$ cat config.mk
export PLATFORM = sky130hd
export DESIGN_NAME = mem_port_arbiter
export DESIGN_NICKNAME = d
export VERILOG_FILES = /design/src/rtl/riscv_mem_pkg.sv /design/src/rtl/rr_arbiter2.sv /design/src/rtl/mem_port_arbiter.sv
export SDC_FILE = /design/constraint.sdc
export NUM_CORES = 1
export LEC_CHECK = 0
export ABC_AREA = 1
export CAP_MARGIN = 30
export CORE_AREA = 4 4 125 91
export CTS_CLUSTER_SIZE = 20
export DETAILED_ROUTE_END_ITERATION = 8
export DIE_AREA = 0 0 129 95
export GPL_ROUTABILITY_DRIVEN = 0
export PLACE_DENSITY = 0.86
export RECOVER_POWER = 50
export SLEW_MARGIN = 20
export SYNTH_ARGS = -nofsm -noshare
export SYNTH_HDL_FRONTEND = slang
export SYNTH_SLANG_ARGS = --single-unit
$ cat constraint.sdc
create_clock -name clk -period 3.2 [get_ports clk]
set_input_delay 0.8 -clock clk [delete_from_list [all_inputs] [get_ports clk]]
set_output_delay 0.8 -clock clk [all_outputs]
set_load 0.03 [all_outputs]
$ cat src/rtl/riscv_mem_pkg.sv
// Shared encodings for the memory port arbiter: FSM states, owner ids, latency bound.
package riscv_mem_pkg;

  localparam int LAT_MAX = 15;

  typedef enum logic [1:0] {
    ST_IDLE = 2'd0,
    ST_WAIT = 2'd1,
    ST_RESP = 2'd2
  } state_e;

  typedef enum logic {
    OWN_IF = 1'b0,
    OWN_LS = 1'b1
  } owner_e;

endpackage

$ cat src/rtl/rr_arbiter2.sv
// Two-way round-robin pick between fetch (bit 0) and load/store (bit 1).
// Combinational; on contention the requester not granted last wins.
module rr_arbiter2
  import riscv_mem_pkg::*;
(
  input  logic [1:0] req,
  input  owner_e     last,
  input  logic       enable,
  output logic [1:0] gnt,
  output owner_e     last_nxt
);

  assign gnt[1] = enable & req[1] & (~req[0] | (last == OWN_IF));
  assign gnt[0] = enable & req[0] & (~req[1] | (last == OWN_LS));

  // Pointer only moves when a grant actually issues.
  assign last_nxt = gnt[1] ? OWN_LS : (gnt[0] ? OWN_IF : last);

endmodule

$ cat src/rtl/mem_port_arbiter.sv
// Shares one fixed-latency memory port between fetch and load/store; grant to rvalid is LAT+1 cycles.
// Requests wait (req held) while a transaction is outstanding; a new grant may overlap the previous rvalid.
module mem_port_arbiter
  import riscv_mem_pkg::*;
#(
  parameter int ADDR_W = 32,
  parameter int DATA_W = 32,
  parameter int LAT    = 2
) (
  input  logic              clk,
  input  logic              rst,
  input  logic              if_req,
  input  logic [ADDR_W-1:0] if_addr,
  output logic              if_gnt,
  output logic              if_rvalid,
  output logic [DATA_W-1:0] if_rdata,
  input  logic              ls_req,
  input  logic              ls_we,
  input  logic [ADDR_W-1:0] ls_addr,
  input  logic [DATA_W-1:0] ls_wdata,
  output logic              ls_gnt,
  output logic              ls_rvalid,
  output logic [DATA_W-1:0] ls_rdata,
  output logic              mem_en,
  output logic              mem_we,
  output logic [ADDR_W-1:0] mem_addr,
  output logic [DATA_W-1:0] mem_wdata,
  input  logic [DATA_W-1:0] mem_rdata,
  output logic              busy
);

  localparam logic [3:0] CNT_INIT = 4'(LAT - 1);

  state_e            state_q, state_d;
  owner_e            owner_q, owner_d;
  owner_e            last_q, last_d;
  logic [3:0]        cnt_q, cnt_d;
  logic              we_q, we_d;
  logic              resp_ld;
  logic              arb_en;
  logic [1:0]        arb_gnt;
  logic              if_rvalid_q, ls_rvalid_q;
  logic [DATA_W-1:0] if_rdata_q, ls_rdata_q;

  // Gating with rst keeps grants and memory strobes quiet while reset is held.
  assign arb_en = rst & ((state_q == ST_IDLE) | (state_q == ST_RESP));

  rr_arbiter2 u_arb (
    .req      ({ls_req, if_req}),
    .last     (last_q),
    .enable   (arb_en),
    .gnt      (arb_gnt),
    .last_nxt (last_d)
  );

  assign if_gnt = arb_gnt[0];
  assign ls_gnt = arb_gnt[1];
  assign mem_en = if_gnt | ls_gnt;
  assign mem_we = ls_gnt & ls_we;

  always_comb begin
    mem_addr  = '0;
    mem_wdata = '0;
    if (ls_gnt) begin
      mem_addr = ls_addr;
      if (ls_we) mem_wdata = ls_wdata;
    end else if (if_gnt) begin
      mem_addr = if_addr;
    end
  end

  always_comb begin
    state_d = state_q;
    cnt_d   = cnt_q;
    owner_d = owner_q;
    we_d    = we_q;
    resp_ld = 1'b0;
    case (state_q)
      ST_IDLE, ST_RESP: begin
        if (mem_en) begin
          state_d = ST_WAIT;
          cnt_d   = CNT_INIT;
          owner_d = ls_gnt ? OWN_LS : OWN_IF;
          we_d    = mem_we;
        end else begin
          state_d = ST_IDLE;
        end
      end
      ST_WAIT: begin
        if (cnt_q != 4'd0) begin
          cnt_d = cnt_q - 4'd1;
        end else begin
          state_d = ST_RESP;
          resp_ld = 1'b1;
        end
      end
      default: state_d = ST_IDLE;
    endcase
  end

  always_ff @(posedge clk or negedge rst) begin
    if (!rst) begin
      state_q     <= ST_IDLE;
      owner_q     <= OWN_IF;
      last_q      <= OWN_IF;
      cnt_q       <= 4'd0;
      we_q        <= 1'b0;
      if_rvalid_q <= 1'b0;
      ls_rvalid_q <= 1'b0;
      if_rdata_q  <= '0;
      ls_rdata_q  <= '0;
    end else begin
      state_q     <= state_d;
      owner_q     <= owner_d;
      last_q      <= last_d;
      cnt_q       <= cnt_d;
      we_q        <= we_d;
      if_rvalid_q <= resp_ld & (owner_q == OWN_IF);
      ls_rvalid_q <= resp_ld & (owner_q == OWN_LS);
      if (resp_ld && owner_q == OWN_IF) if_rdata_q <= mem_rdata;
      if (resp_ld && owner_q == OWN_LS) ls_rdata_q <= we_q ? '0 : mem_rdata;
    end
  end

  assign if_rvalid = if_rvalid_q;
  assign ls_rvalid = ls_rvalid_q;
  assign if_rdata  = if_rdata_q;
  assign ls_rdata  = ls_rdata_q;
  assign busy      = (state_q == ST_WAIT);

endmodule

; ---- After elaboration in Yosys (flattened, before gate mapping)
; Cells that the tools add are included.
[op_classes]
addsub = 1
eq_ne = 5
muxes = 16
bitwise = 16
reduce_logical = 9
[ops]
columns = op, n
row1 = $mux 32, 5
row2 = $and 1x1->1, 8
row3 = $mux 4, 2
row4 = $pmux 4 s2, 1
row5 = $mux 1, 6
row6 = $ne 2x2->1 const B, 2
row7 = $not 1->1, 4
row8 = $or 1x1->1, 4
row9 = $pmux 2 s2, 1
row10 = $reduce_bool 2->1, 2
row11 = $reduce_bool 4->1, 1
row12 = $sub 4x1->4 const B, 1
row13 = $reduce_and 3->1, 1
row14 = $eq 2x1->1 const B, 1
row15 = $eq 2x2->1 const B, 1
row16 = $logic_and 1x1->1, 2
row17 = $logic_not 2->1, 1
row18 = $mux 2, 1
row19 = $ne 2x1->1 const B, 1
row20 = $reduce_and 2->1, 1
row21 = $reduce_or 2->1, 1
[totals]
register_bits = 75
input_bits = 133
elab_cells = 56

; ---- Logic depth before layout (Yosys ltp)
[logic_depth]
word_depth = 8
depth_mapped = 9
depth_no_buf = 8

; ---- Cells and area by module
; A second synthesis with hierarchy kept.
[hier_totals]
hier_cells = 519
area_unflattened_um2 = 3852.4
[by_module_without_submodules]
columns = module, n_inst, cells_per_inst, area_per_inst_um2, seq_area_each_um2
row1 = mem_port_arbiter, 1, 509, 3813.7, 1876.8
row2 = rr_arbiter2, 1, 10, 38.8, 0.0

; ---- Least setup slack after synthesis
; Ideal clock, no wire load.
[synth_timing]
path_type = input -> output
from = input port rst
to = output port mem_wdata[10]
arrival_ns = 1.746
required_ns = 2.400
setup_slack_ns = 0.654
cell_stages = 5
n_path_buf = 1
cell_sequence = inv_1 nor2_2 nand3_2 clkbuf_1 nor2_1
[synth_between]
elab_chain_cells = 4
[synth_rtl]
columns = element, line_no
row1 = "start, declared", mem_port_arbiter.sv:11  ; input logic rst,
row2 = $and 1x1->1, mem_port_arbiter.sv:46  ; assign arb_en = rst & ((state_q == ST_IDLE) | (state_q == ST_RESP));
row3 = $and 1x1->1 (2 in series), rr_arbiter2.sv:13  ; assign gnt[1] = enable & req[1] & (~req[0] | (last == OWN_IF));
row4 = $mux 32, mem_port_arbiter.sv:64  ; if (ls_gnt) begin
row5 = "end, declared", mem_port_arbiter.sv:27  ; output logic [DATA_W-1:0] mem_wdata,
; Every way passes these cells.

; ---- Worst setup path in the final report
[layout_timing]
from = input port if_req
to = output port mem_en
[layout_between]
elab_chain_cells = 4
elab_cells_between_ends = 6
cone_classes = 6 x bitwise
[layout_rtl]
columns = element, line_no
row1 = "start, declared", mem_port_arbiter.sv:12  ; input logic if_req,
row2 = $not 1->1, rr_arbiter2.sv:13
row3 = $or 1x1->1, rr_arbiter2.sv:13
row4 = $and 1x1->1, rr_arbiter2.sv:13
row5 = $or 1x1->1 *, mem_port_arbiter.sv:58  ; assign mem_en = if_gnt | ls_gnt;
row6 = "end, declared", mem_port_arbiter.sv:24  ; output logic mem_en,
; Every way passes the cells marked *; elsewhere a longest branch is shown, timed or not.

==> out/results.ini <==
[sta]
fin_tns_setup_ps = 0
setup_viol = 0
post-route-period-util_pct = 89.2
fmax_mhz = 351
drv_slew = 33
slew_headroom_pct = -10.4
hold_viol_final = 0
rsz0062_at_grt = no
period_needed_ps = 2850
holdWs_ps = 472
finClkSkew_ps = 7.84
worst_slew_pin_slew_ps = 1660

[yosys]
yosys_warnings = 0
ys_seq_area_share_pct = 49.1
synth.distinct_cells = 22
synth_cells = 514
syn_area_um2 = 3820
synth_area_per_cell_um2 = 7.44
synth-seq-cells = 75
synth_nets = 649

[detailed_routing]
drt-initial-drc-count = 291
first_pass_iters = 7
ant_nets = 0
vias = 4157
wire_per_inst_um = 15.6
drc_errors = 0
vias_per_cell = 4.58
wl_um = 14100

[grt]
grt_max_degree = 76
busiest_layer = met2
grt_use_met1_pct = 29.0
grt_antenna_before_repair = 0
grt_overflow = 0
track_usage_pct = 22.6
grt_pass1_vias = 4148
grt_use_met3_pct = 8.42
grt_pass1_wl_um = 21500
grt_util_met2_pct = 35.9

[worst_setup_path]
critPathKind = in2out
cp_max_fo = 4
critPathLaunchType = input pin
cp-end-kind = primary output
crit_required_ps = 2400
worstPathArrival_ps = 2050

[cts]
cts_resized = 0
root_buffer = clkbuf_16
cts_htree_levels = 3
clock_sinks = 75
clk_transition_reported_paths_ps = 50
clk_latency_ps = 330
cts-buffers-inserted = 9
cts_buffer_depth = 2
postCtsHoldBufs = 0
cts_tree = built
post-cts-setup-buffer-count = 0

[final_layout]
seq_area_um2 = 1880
multi_input_area_um2 = 1670
drive_gt1_share_pct = 15.7
fin_nets = 908
area_growth_pct = 75.6
antenna_cells = 0
nFillCells = 838

[place]
io_buffers = 267
dp_hpwl_um = 11000

[power_and_ir_drop]
p_clk_share_pct = 15.6
comb_power_share_pct = 56.6
switching_power_w = 0.00268
power.internal_w = 0.00321
switching_share_pct = 45.5
power.leakage_nw = 3.42
seq_power_share_pct = 27.8
power_density_nw_per_um2 = 878
ir_worst_vdd_v = 0.000575

[flow_run]
drv_cap = 1

[die]
fp.dieW_um = 129
rows = 31
start_util_pct = 37.6
core_um2 = 10200
die_h_um = 95
die_area_um2 = 12300
ios = 268

[outcome]
status = finished with violations
violations = capacitance limit, slew limit

[worst_hold_path]
hold_class = reg2reg

[metal layers]
metal	routed length (um)	up-vias
met5	0	-
met4	221	0
met3	1030	19
met2	7060	139
met1	5830	1922
li1	-	2077
[per-stage QoR]
step	power, W	instance area [um^2]	setup WS, ps	util [%]	std cells
4_1_cts	0.00606	6720	329	66.2	907
3_3_place_gp	0.00499	6440	375	63.4	892
3_5_place_dp	0.00510	6450	334	63.5	893
5_1_grt	0.00628	6710	186	66.1	908
6_report	0.00590	6710	347	66.1	908
2_1_floorplan	0.00365	3820	654	-	514
[state kept, by name (all words and copies together) (netlist names)]
signal and count:
if_rvalid 1, state_q 2, if_rdata 32, cnt_q 4, last_q 1, ls_rdata 32
owner_q 1, we_q 1, ls_rvalid 1
[logic make-up (layout without fill, tap and decap cells)]
group           count (synthesis)  after routing  synth area share, %
simple gates                  349            349                 35.7
flops                          75             75                 49.1
buf+inv                        47            309                 6.90
compound gates                 41             41                 7.66
fa+ha+maj                       2              2                0.654
[worst paths after layout]
check | startpoint | endpoint | slack (ps) | cells past startpoint
max | if_req | mem_en | 350 | 4
min | if_rdata[2] | if_rdata[2] | 470 | 2
max reg2reg | cnt_q[0] | if_rdata[23] | 660 | 9
min reg2reg | if_rdata[2] | if_rdata[2] | 470 | 2
max in group asynchronous | rst | if_rdata[3] | 690 | 3
min in group asynchronous | rst | owner_q | 1020 | 2
[power by group through the flow]
stage | logic, W | registers [W] | clock network (W)
5_1_grt | 0.00359 | 0.00169 | 0.000993
3_5_place_dp | 0.00345 | 0.00166 | 0
4_1_cts | 0.00346 | 0.00165 | 0.000941
3_3_place_gp | 0.00336 | 0.00164 | 0
2_1_floorplan | 0.00126 | 0.00240 | 0
6_report | 0.00334 | 0.00164 | 0.000917
[synth_stat cells]
cell type	number	area (um^2)
dfrtp_1	75	1880
buf_2	6	30.0
buf_4	3	22.5
nand3_1	4	20.0
a21oi_1	1	5.00
nor2_2	1	6.26
o21ai_1	13	65.1
clkbuf_2	1	5.00
inv_2	4	15.0
o21ai_0	3	15.0
nand3_2	3	30.0
o21ai_2	23	201
nor2_4	1	11.3
buf_6	9	101
nand2_2	2	12.5
o22ai_1	1	6.26
nor2_8	1	20.0
ha_1	2	25.0
nor2_1	36	135
clkbuf_1	10	37.5
inv_1	14	52.6
nand2_1	301	1130
[cell usage in the layout, fill, tap and decap left out, drive strengths merged]
cell type | netlist | layout
inv | 18 | 18
dlygate4sd3 | 0 | 36
clkinvlp | 0 | 1
o22ai | 1 | 1
clkdlybuf4s50 | 0 | 162
nand3 | 7 | 7
dfrtp | 75 | 75
buf | 18 | 76
o21ai | 39 | 39
clkbuf | 11 | 15
clkinv | 0 | 1
nand2 | 303 | 303
a21oi | 1 | 1
ha | 2 | 2
nor2 | 39 | 39
[worst max-delay path, cell delays in order]
cell and delay, ps:
clkdlybuf4s50_1 450, o21ai_0 440, inv_1 160, buf_4 210
[area by class of cell]
| type | instances | area share, % |
|---|---|---|
| clock inverter | 2 | 0.186 |
| timing repair buffer | 277 | 39.7 |
| multi-input combinational | 392 | 24.9 |
| sequential | 75 | 28.0 |
| inverter | 18 | 1.01 |
| tap | 132 | 2.46 |
| clock buffer | 12 | 3.82 |
(Power assumes the default switching activity.)
==> RTL change 1, RTL diff (same flow settings) <==
Change the parameter `DATA_W` from 32 to 16.
--- a/src/rtl/mem_port_arbiter.sv
+++ b/src/rtl/mem_port_arbiter.sv
@@ -4,7 +4,7 @@
   import riscv_mem_pkg::*;
 #(
   parameter int ADDR_W = 32,
-  parameter int DATA_W = 32,
+  parameter int DATA_W = 16,
   parameter int LAT    = 2
 ) (
   input  logic              clk,
Ports: changed (5 resized); port bits go from 268 to 188. The function was not compared with the original's and may differ.
==> RTL change 1 against the unedited design <==
- clock skew down 1.5 ps
- total power decreased by 40%
- wire length fell by 36%
- cell area decreased by 34%
- final cell count shrank 28%
- die area unchanged
- synthesized area fell by 39%
- setup slack worse by 40 ps
- sequential cell count shrank 32
- highest routed layer is now met5
==> RTL change 1: results (changes against the unedited design) <==
fin_skew_ps: 6.33  # was 7.84 ps
post-cts-setup-buffer-count: 0  # unchanged
grt.total_usage: 0.137  # was 0.226
hpwlAfterDp_mm: 7.27  # was 11.0 mm
synth_compound_area_frac: 0.0518  # was 0.0766
ys_top_cells_by_count: "nand2_1 (204), dfrtp_1 (43), nor2_1 (22), o21ai_0 (19), inv_1 (13)"  # was nand2_1 (301), dfrtp_1 (75), nor2_1 (36), o21ai_2 (23), inv_1 (14)
layout-drive-gt1-share: 0.141  # was 0.157
path_max_fanout: 33  # was 4
grt.met1_usage: 0.167  # was 0.290
h-tree-depth: 2  # was 3
wl_per_cell_um: 13.7  # was 15.6 um
fmax_mhz: 346  # was 351 MHz
fin_nets: 627  # was 908
met3_usage: 0.0526  # was 0.0842
reg2reg_slack_ps: 860  # was 660 ps
pre_cts_ws_ps: 329  # was 334 ps
dp_cells: 649  # was 893
reg2reg_to: "ls_rdata[12]$_DFFE_PN0P_"  # was if_rdata[23]$_DFFE_PN0P_
p_leak_uw: 0.00221  # was 0.00342 uW
top_layer: "met5"  # was met4
synth_nets: 443  # was 649
synth_cell_types: 23  # was 22
endpoint: "mem_addr[7]"  # was mem_en
route.met2.wl_mm: 4.54  # was 7.06 mm
synth_area_leaders: "dfrtp_1 (46%), nand2_1 (33%), o21ai_0 (4.1%), nor2_1 (3.5%), buf_2 (2.1%)"  # was dfrtp_1 (49%), nand2_1 (30%), o21ai_2 (5.3%), nor2_1 (3.5%), buf_6 (2.7%)
antenna_found_initial: 1  # was 0
min_to: "if_rdata[13]$_DFFE_PN0P_"  # was if_rdata[2]$_DFFE_PN0P_
wl_met3_um: 697  # was 1.03 mm
worstPathArrival_ps: 2090  # was 2050 ps
outcome: "finished, final reports clean"  # was finished, violations left
slew_headroom: 0.272  # was -0.104
vias: 2791  # was 4157
met1_length_mm: 3.68  # was 5.83 mm
synth-adder-area-share: 0.0107  # was 0.00654
grt_pass1_vias: 2727  # was 4148
worstSkewPairLatency_ps: 280  # was 330 ps
postPlaceCellArea_um2: 4270  # was 6450 um^2
vias_per_cell: 4.25  # was 4.58
drt-pass1-iter-count: 5  # was 7
grt_util_met2: 0.233  # was 0.359
ir_worst_vdd_mv: 0.542  # was 0.575 mV
cts_made_buffers: 5  # was 9
synth.avg_cell_area_um2: 6.89  # was 7.44 um^2
first_iter_violations: 184  # was 291
grt_max_degree: 44  # was 76
yosysSeqAreaShare: 0.459  # was 0.491
worst-r2r-cell-count: 6  # was 9
numPortBuffers: 187  # was 267
## RTL change 1: changes by cell type in the layout (fill, tap and decap cells not counted), moves of 3 or more
cell / before / now
buf_4: 68 / 51
clkbuf_16: 9 / 5
clkdlybuf4s50_1: 162 / 134
dfrtp_1: 75 / 43
dlygate4sd3_1: 36 / 0
nand2_1: 302 / 205
nand3_2: 3 / 0
nor2_1: 37 / 22
o21ai_0: 6 / 22
o21ai_1: 10 / 0
o21ai_2: 23 / 0
## RTL change 1: cell type report
type                    instances  area, um^2
flip-flops and latches         43        1080
clock inverters                 3        43.8
repair buffers                193        1850
fillers                      1012        5750
well taps                     132         165
clock buffers                   5         125
inverters                      18        70.1
multi-input cells             263        1080
## RTL change 1: where the power goes
part           internal, uW  leakage [uW]  switching, uW
Clock                   368     0.0000838            209
Sequential              794      0.000537            147
Combinational           799       0.00159           1220
==> RTL change 2, RTL diff (config.mk and constraints unchanged) <==
Without the edit above. The 3 states of `state_e` get a one-hot encoding in 3 bits.
--- a/src/rtl/riscv_mem_pkg.sv
+++ b/src/rtl/riscv_mem_pkg.sv
@@ -3,10 +3,10 @@
 
   localparam int LAT_MAX = 15;
 
-  typedef enum logic [1:0] {
-    ST_IDLE = 2'd0,
-    ST_WAIT = 2'd1,
-    ST_RESP = 2'd2
+  typedef enum logic [2:0] {
+    ST_IDLE = 3'b001,
+    ST_WAIT = 3'b010,
+    ST_RESP = 3'b100
   } state_e;
 
   typedef enum logic {
Check against the original RTL: no difference found for any inputs over 10 cycles, from zero or initial values and one cycle with rst low; not proved beyond that.
==> RTL change 2 against the unedited design <==
- cell area grew 3.1%
- hold slack gained 5.7 ps
- wire length grew 2.0%
- global-route usage grew 0.14 points
- setup slack lost 210 ps
- total power grew 0.73%
- synthesized area grew 0.20%
- sequential share of layout area shrank 0.46 points
- sequential power grew 2%
- clock power grew 20%
- non-clock buffer count grew 3
- sequential cell count grew 1
- largest power group unchanged
==> RTL change 2: results (changes against the unedited design) <==
final_cells: 917  # was 908
ff_latch_area_um2: 1900  # was 1880 um^2
path_max_fanout: 23  # was 4
ys_top_cells_by_count: "nand2_1 (239), dfrtp_1 (75), inv_1 (42), nor2_1 (39), nand3_1 (37)"  # was nand2_1 (301), dfrtp_1 (75), nor2_1 (36), o21ai_2 (23), inv_1 (14)
synth.avg_cell_area_um2: 7.41  # was 7.44 um^2
inverters_excl_clock: 48  # was 18
cap_violations: 0  # was 1
grt_pass1_vias: 4423  # was 4148
nClkBuffers: 11  # was 12
fin_skew_ps: 5.00  # was 7.84 ps
worstPathArrival_ps: 2260  # was 2050 ps
synth_area_leaders: "dfrtp_1 (49%), nand2_1 (23%), nand3_1 (4.8%), inv_1 (4.1%), nor2_1 (3.8%)"  # was dfrtp_1 (49%), nand2_1 (30%), o21ai_2 (5.3%), nor2_1 (3.5%), buf_6 (2.7%)
buffer_area_frac: 0.404  # was 0.397
num-multi-input-gates: 365  # was 392
p_sw_uw: 2540  # was 2680 uW
reg2reg_to: "ls_rdata[1]$_DFFE_PN0P_"  # was if_rdata[23]$_DFFE_PN0P_
grt_pass1_wl_mm: 21.8  # was 21.5 mm
endpoint: "mem_wdata[4]"  # was mem_en
cts.sinks: 76  # was 75
outcome: "finished, final reports clean"  # was finished, violations left
layout-drive-gt1-share: 0.139  # was 0.157
slew_headroom: 0.0792  # was -0.104
first_iter_violations: 300  # was 291
fin_nets: 914  # was 908
hpwlAfterDp_mm: 11.1  # was 11.0 mm
grt.met1_usage: 0.288  # was 0.290
vias_per_cell: 4.77  # was 4.58
cp-startpoint: "ls_req"  # was if_req
postPlaceCellArea_um2: 6580  # was 6450 um^2
yosysSeqAreaShare: 0.497  # was 0.491
multi_input_area_share: 0.224  # was 0.249
fillers: 768  # was 838
grt_max_degree: 78  # was 76
met1_length_mm: 5.89  # was 5.83 mm
finalCriticalPeriod_ps: 3060  # was 2850 ps
clock_area_frac: 0.0472  # was 0.0401
[RTL change 2: changes by cell type after synthesis, moves of 7 or more]
cell / change
nand2_1: -62
o21ai_0: +26
o21ai_2: -23
o21ai_1: -7
nand3_1: +33
inv_1: +28
[RTL change 2: cells by family (layout without fill, tap and decap cells)]
group                    after synthesis  count (layout)  share of synthesized area
AND/OR/NAND/NOR                      325             325                      0.347
flip-flops                            76              76                      0.497
buffers and inverters                 76             344                     0.0983
AO/OA/AOI/OAI                         39              39                     0.0549
adder cells (fa/ha/maj)                1               1                    0.00327
[RTL change 2: power by group through the flow]
stage                     Sequential [uW]  Clock [uW]  Combinational (uW)
after floorplan                      2440           0                 932
after global placement               1660           0                3100
after detailed placement             1680           0                3190
after CTS                            1670        1120                3210
after global routing                 1720        1170                3380
final                                1680        1100                3160
[RTL change 2: worst min path at each step]
| stage | to | slack (ps) | start | cells past startpoint |
|---|---|---|---|---|
| floorplan | cnt_q[1]$_DFFE_PN0P_ | 480 | cnt_q[1]$_DFFE_PN0P_ | 2 |
| global placement | if_rdata[31]$_DFFE_PN0P_ | 460 | if_rdata[31]$_DFFE_PN0P_ | 2 |
| detailed placement | if_rdata[3]$_DFFE_PN0P_ | 470 | if_rdata[3]$_DFFE_PN0P_ | 2 |
| CTS | if_rdata[3]$_DFFE_PN0P_ | 480 | if_rdata[3]$_DFFE_PN0P_ | 2 |
| global route | if_rdata[7]$_DFFE_PN0P_ | 500 | if_rdata[7]$_DFFE_PN0P_ | 2 |
| finish | if_rdata[20]$_DFFE_PN0P_ | 480 | if_rdata[20]$_DFFE_PN0P_ | 2 |
[RTL change 2: timing repair]
action | 4_1_cts | 5_1_grt
gates resized for setup | 0 | 4
hold endpoints to repair | 0 | 0
setup buffers | 0 | 1
endpoints found under the setup margin | 0 | 15
